File: config.mk
export PLATFORM = sky130hd
export DESIGN_NAME = inference_scheduler
export DESIGN_NICKNAME = d
export VERILOG_FILES = /design/src/rtl/inference_scheduler.sv
export SDC_FILE = /design/constraint.sdc
export NUM_CORES = 1
export LEC_CHECK = 0
export BUFFER_PORTS_ARGS = -buffer_cell sky130_fd_sc_hd__buf_2
export CORE_MARGIN = 2
export CORE_UTILIZATION = 60
export DETAILED_ROUTE_END_ITERATION = 8
export GPL_ROUTABILITY_DRIVEN = 0
export PLACE_DENSITY = 0.8
export RECOVER_POWER = 50
export SLEW_MARGIN = 0
export SYNTH_ARGS = -nofsm -noshare
export SYNTH_HDL_FRONTEND = slang
export SYNTH_SLANG_ARGS = --single-unit
File: constraint.sdc
create_clock -name clk24 -period 3.6 [get_ports clk24]
set_input_delay 0.18 -clock clk24 [delete_from_list [all_inputs] [get_ports clk24]]
set_output_delay 0.18 -clock clk24 [all_outputs]
set_load 0.005 [all_outputs]
File: src/rtl/inference_scheduler.sv
// Per-frame sequencer: capture -> core downscale -> LeNet -> digit latch.
// Ports: clk24/rst, enable/pause levels, capture_end/core_end pulses,
//   lenet_ready/lenet_digit from LeNet; capture_en, core_go, lenet_go,
//   digit/digit_valid, busy, timeout_err, frame_cnt (all registered).
module inference_scheduler #(
  parameter int unsigned TIMEOUT_CYCLES = 2400000,
  parameter int unsigned CNT_W          = $clog2(TIMEOUT_CYCLES + 1),
  parameter int unsigned FRAME_CNT_W    = 8
) (
  input  logic                   clk24,
  input  logic                   rst,
  input  logic                   enable,
  input  logic                   pause,
  input  logic                   capture_end,
  input  logic                   core_end,
  input  logic                   lenet_ready,
  input  logic [3:0]             lenet_digit,
  output logic                   capture_en,
  output logic                   core_go,
  output logic                   lenet_go,
  output logic [3:0]             digit,
  output logic                   digit_valid,
  output logic                   busy,
  output logic                   timeout_err,
  output logic [FRAME_CNT_W-1:0] frame_cnt
);

  typedef enum logic [2:0] {
    S_IDLE,
    S_CAPTURE,
    S_PROCESS,
    S_LAUNCH,
    S_WAIT_ACK,
    S_WAIT_DONE,
    S_DONE
  } state_e;

  localparam logic [CNT_W-1:0] WD_LIMIT =
    CNT_W'(TIMEOUT_CYCLES - 1);

  state_e state_q, state_d;

  logic [CNT_W-1:0]       wd_q, wd_d;
  logic [FRAME_CNT_W-1:0] frame_q, frame_d;
  logic [3:0]             digit_q, digit_d;
  logic                   cap_en_q, cap_en_d;
  logic                   core_go_q, core_go_d;
  logic                   lenet_go_q, lenet_go_d;
  logic                   dv_q, dv_d;
  logic                   busy_q, busy_d;
  logic                   to_q, to_d;
  logic                   wd_run;
  logic                   expired;

  assign expired = (wd_q == WD_LIMIT);

  always_comb begin
    state_d    = state_q;
    frame_d    = frame_q;
    digit_d    = digit_q;
    to_d       = to_q;
    core_go_d  = 1'b0;
    lenet_go_d = 1'b0;
    dv_d       = 1'b0;
    wd_run     = 1'b0;

    // Each waiting state checks its exit event before the watchdog,
    // so an event landing on the last allowed cycle still wins.
    unique case (state_q)
      S_IDLE: begin
        if (!enable) begin
          to_d = 1'b0;
        end else if (!pause && lenet_ready) begin
          state_d = S_CAPTURE;
        end
      end
      S_CAPTURE: begin
        wd_run = 1'b1;
        if (capture_end) begin
          state_d   = S_PROCESS;
          core_go_d = 1'b1;
        end else if (!enable) begin
          state_d = S_IDLE;
        end else if (expired) begin
          state_d = S_IDLE;
          to_d    = 1'b1;
        end
      end
      S_PROCESS: begin
        wd_run = 1'b1;
        if (core_end) begin
          state_d    = S_LAUNCH;
          lenet_go_d = 1'b1;
        end else if (expired) begin
          state_d = S_IDLE;
          to_d    = 1'b1;
        end
      end
      S_LAUNCH: begin
        state_d = S_WAIT_ACK;
      end
      S_WAIT_ACK: begin
        wd_run = 1'b1;
        if (!lenet_ready) begin
          state_d = S_WAIT_DONE;
        end else if (expired) begin
          state_d = S_IDLE;
          to_d    = 1'b1;
        end
      end
      S_WAIT_DONE: begin
        wd_run = 1'b1;
        if (lenet_ready) begin
          state_d = S_DONE;
          digit_d = lenet_digit;
          dv_d    = 1'b1;
        end else if (expired) begin
          state_d = S_IDLE;
          to_d    = 1'b1;
        end
      end
      S_DONE: begin
        state_d = S_IDLE;
        frame_d = frame_q + 1'b1;
      end
      default: begin
        state_d = S_IDLE;
      end
    endcase

    // Counter restarts on every state change.
    if (!wd_run || (state_d != state_q)) begin
      wd_d = '0;
    end else begin
      wd_d = wd_q + 1'b1;
    end

    cap_en_d = (state_d == S_CAPTURE);
    busy_d   = (state_d != S_IDLE);
  end

  always_ff @(posedge clk24) begin
    if (rst) begin
      state_q    <= S_IDLE;
      wd_q       <= '0;
      frame_q    <= '0;
      digit_q    <= '0;
      cap_en_q   <= 1'b0;
      core_go_q  <= 1'b0;
      lenet_go_q <= 1'b0;
      dv_q       <= 1'b0;
      busy_q     <= 1'b0;
      to_q       <= 1'b0;
    end else begin
      state_q    <= state_d;
      wd_q       <= wd_d;
      frame_q    <= frame_d;
      digit_q    <= digit_d;
      cap_en_q   <= cap_en_d;
      core_go_q  <= core_go_d;
      lenet_go_q <= lenet_go_d;
      dv_q       <= dv_d;
      busy_q     <= busy_d;
      to_q       <= to_d;
    end
  end

  assign capture_en  = cap_en_q;
  assign core_go     = core_go_q;
  assign lenet_go    = lenet_go_q;
  assign digit       = digit_q;
  assign digit_valid = dv_q;
  assign busy        = busy_q;
  assign timeout_err = to_q;
  assign frame_cnt   = frame_q;

endmodule
==> metrics.csv <==
stage;metric;value;unit
run_status;status;complete, no violations;
clock_tree;clock buffer depth;2;
critical_path;worst r2r src;wd_q[8];
global_routing;met2 Use GR;0.326;
die;die height;61.8;um
min_path;Hold Path Class;input pin to register;
finish;n_diodes;0;
global_routing;grt met1 use;0.317;
power;PwrDens;351;mW/mm2
timing;Fin. Hold Viols;0;
finish;fin nets;268;
detailed_routing;drt initial violations;140;
timing;minimum clock period;2.43;ns
synth;Syn Inst Count;231;
critical_path;Worst R2R Path Depth;5;
synth;Synth warnings;0;
synth;Post-Syn Area;0.00200;mm2
clock_tree;post-CTS setup buffers;0;
critical_path;Startpoint Class;register;
synth;top-count cell post-synth;nor2_1;
die;Initial Util;0.641;
placement;HPWL after DPL;2710;um
global_routing;GR peak layer;met2;
clock_tree;post_cts resized;0;
detailed_routing;Via density;5.50;
power;worst vdd ir;0.299;mV
die;Core ar.;0.00313;mm2
timing;Slew headroom;0.353;
global_routing;initial antenna violation count;0;
timing;Final setup viols;0;
detailed_routing;Pre-antenna DRT Iters;4;
die;Ports;29;
timing;Final Max Tran Viols;0;
synth;Yosys reg bits;43;
critical_path;Reg2Reg Capture Point;wd_q[4];
die;row cnt;20;
timing;Max Freq;412;MHz
critical_path;CP startpoint;wd_q[8];
finish;share of cells above drive strength 1;0.102;
min_path;Hold Crit Depth;3;
finish;area growth from synthesis to layout;8.24;%
global_routing;global-route wire length before repair;6380;um
timing;final worst path period share;0.675;
detailed_routing;final WL;3850;um
critical_path;Critical Path AT;2.63;ns
synth;most instantiated cells after synthesis;nor2_1, dfxtp_1, xor2_1, nand3_1;
die;die footprint;0.00382;mm2
synth;Synth area leader;dfxtp_1;
min_path;Min-Delay Startpoint;lenet_digit[3];
synth;Netlist cell types;41;
clock_tree;TritonCTS clock tree;yes;
die;die width;61.8;um
detailed_routing;WL per Instance;12.8;um
clock_tree;H-tree Lvls;2;
placement;number of port buffers;28;
critical_path;Critical Path Sink Type;register;
timing;Clock Skews;0.00689;ns
synth;Synth area leaders;dfxtp_1, nor2_1, xor2_1;
synth;EDFF count, synth;0;
synth;Main synth FF type;dfxtp_1;
global_routing;GRT Total Usage;0.227;
clock_tree;Clk pin slew, worst setup/hold paths;0.12;ns
critical_path;critical path type;register to register;
critical_path;FF-to-FF setup slack;1.17;ns
detailed_routing;vias;1651;
clock_tree;hold buffer count at cts;0;
global_routing;vias in the first global route;1420;
detailed_routing;DR DRC count;0;
synth;Synth async-reset ratio;0;
global_routing;GR met3 Demand/Resource;0.0745;
power;Design Power;0.000762;W
min_path;hold endpoint;digit[3];
clock_tree;clock root cell;clkbuf_4;
clock_tree;CTS Buf Count;5;
global_routing;gr ovfl total;0;
synth;Synth Area per Inst;8.68;um2
detailed_routing;antenna-violating nets left;0;
global_routing;largest net degree at the start of global routing;23;
power;Leakage;0.780;nW
timing;RSZ-0062 raised after global routing;no;
timing;Tightest Pin Transition;0.961;ns
critical_path;Worst Path Max Fanout;22;
clock_tree;Worst-Skew Late Latency;0.35;ns
synth;top cell type's share of synthesized area;0.429;
run;Max-cap violations;0;
synth;syn_nets;244;
synth;sequential area share after synthesis;0.429;
critical_path;required time worst endpoint;3.80;ns
timing;total negative slack;0;ns
clock_tree;CTS sink cnt;43;
## critical path: stages (launching register included)
cell and delay, ns:
dfxtp_1 0.35, or4_4 0.54, nor4_4 0.16, nand3_1 0.25
o221ai_2 0.84, nor2_1 0.14
## cells in the final DEF, fill, tap and decap left out, drive strengths merged, types with 4 or more instances in the layout
cell and n:
nor2 49, dfxtp 43, clkbuf 20, xor2 19
nand3 17, buf 15, nand2 10, inv 10
xnor2 10, nand4 8, mux2i 6, a21oi 5
o21ai 5, nor3 4, nor3b 4, nor4 4
## layer usage
metal / wire, um / vias to the layer above / part of all wire
met5: 0 / - / 0
met4: 65 / 0 / 0.017
met3: 209 / 7 / 0.054
met2: 1770 / 44 / 0.46
met1: 1810 / 765 / 0.47
li1: - / 835 / -
## cells by family after synthesis
group / Yosys count / share of synthesized area
and+or+nand+nor: 107 / 0.272
DFF: 43 / 0.429
xor gates and xnor gates: 29 / 0.127
AOI/OAI and AO/OA: 23 / 0.0818
buffers and inverters: 21 / 0.0474
muxes: 6 / 0.0300
adders and majority gates: 2 / 0.0125
## where the power goes
group	internal (W)	leakage (nW)	switching [W]	total, W
Combinational	0.0000211	0.404	0.0000294	0.0000505
Sequential	0.000481	0.347	0.00000804	0.000489
Clock	0.0000763	0.0293	0.000147	0.000223
Total	0.000578	0.780	0.000184	0.000762
## state kept, by name, indices dropped and copies added (netlist names)
signal / cells
wd_q: 22
frame_cnt: 8
digit: 4
state_q: 3
busy: 1
capture_en: 1
core_go: 1
digit_valid: 1
lenet_go: 1
timeout_err: 1
## through the flow
stage | instances | hold WS [ns] | setup WS (ns) | utilization | instance area, um2
after CTS | 300 | 0.0393 | 1.23 | 0.701 | 2190
after detailed placement | 292 | 0.417 | 1.26 | 0.685 | 2140
final | 300 | 0.0494 | 1.17 | 0.694 | 2170
after global placement | 292 | 0.410 | 1.35 | 0.685 | 2140
after floorplan | 231 | 0.259 | 1.85 | - | 2000
after global routing | 300 | 0.0551 | 0.953 | 0.694 | 2170
## final cells by class
type,count,area (um2)
Multi-Input combinational cell,167,1040
Timing Repair Buffer,28,123
Tap cell,44,55.1
Clock buffer,7,45.0
Clock inverter,1,5.00
Fill cell,259,958
Sequential cell,43,861
Inverter,10,37.5
## worst max-delay path by stage
stage	to	slack, ns
final	wd_q[4]	1.17
after global routing	wd_q[11]	0.95
after global placement	wd_q[15]	1.35
after CTS	wd_q[4]	1.23
after floorplan	wd_q[14]	1.85
after detailed placement	wd_q[4]	1.26
(Power assumes the default switching activity.)
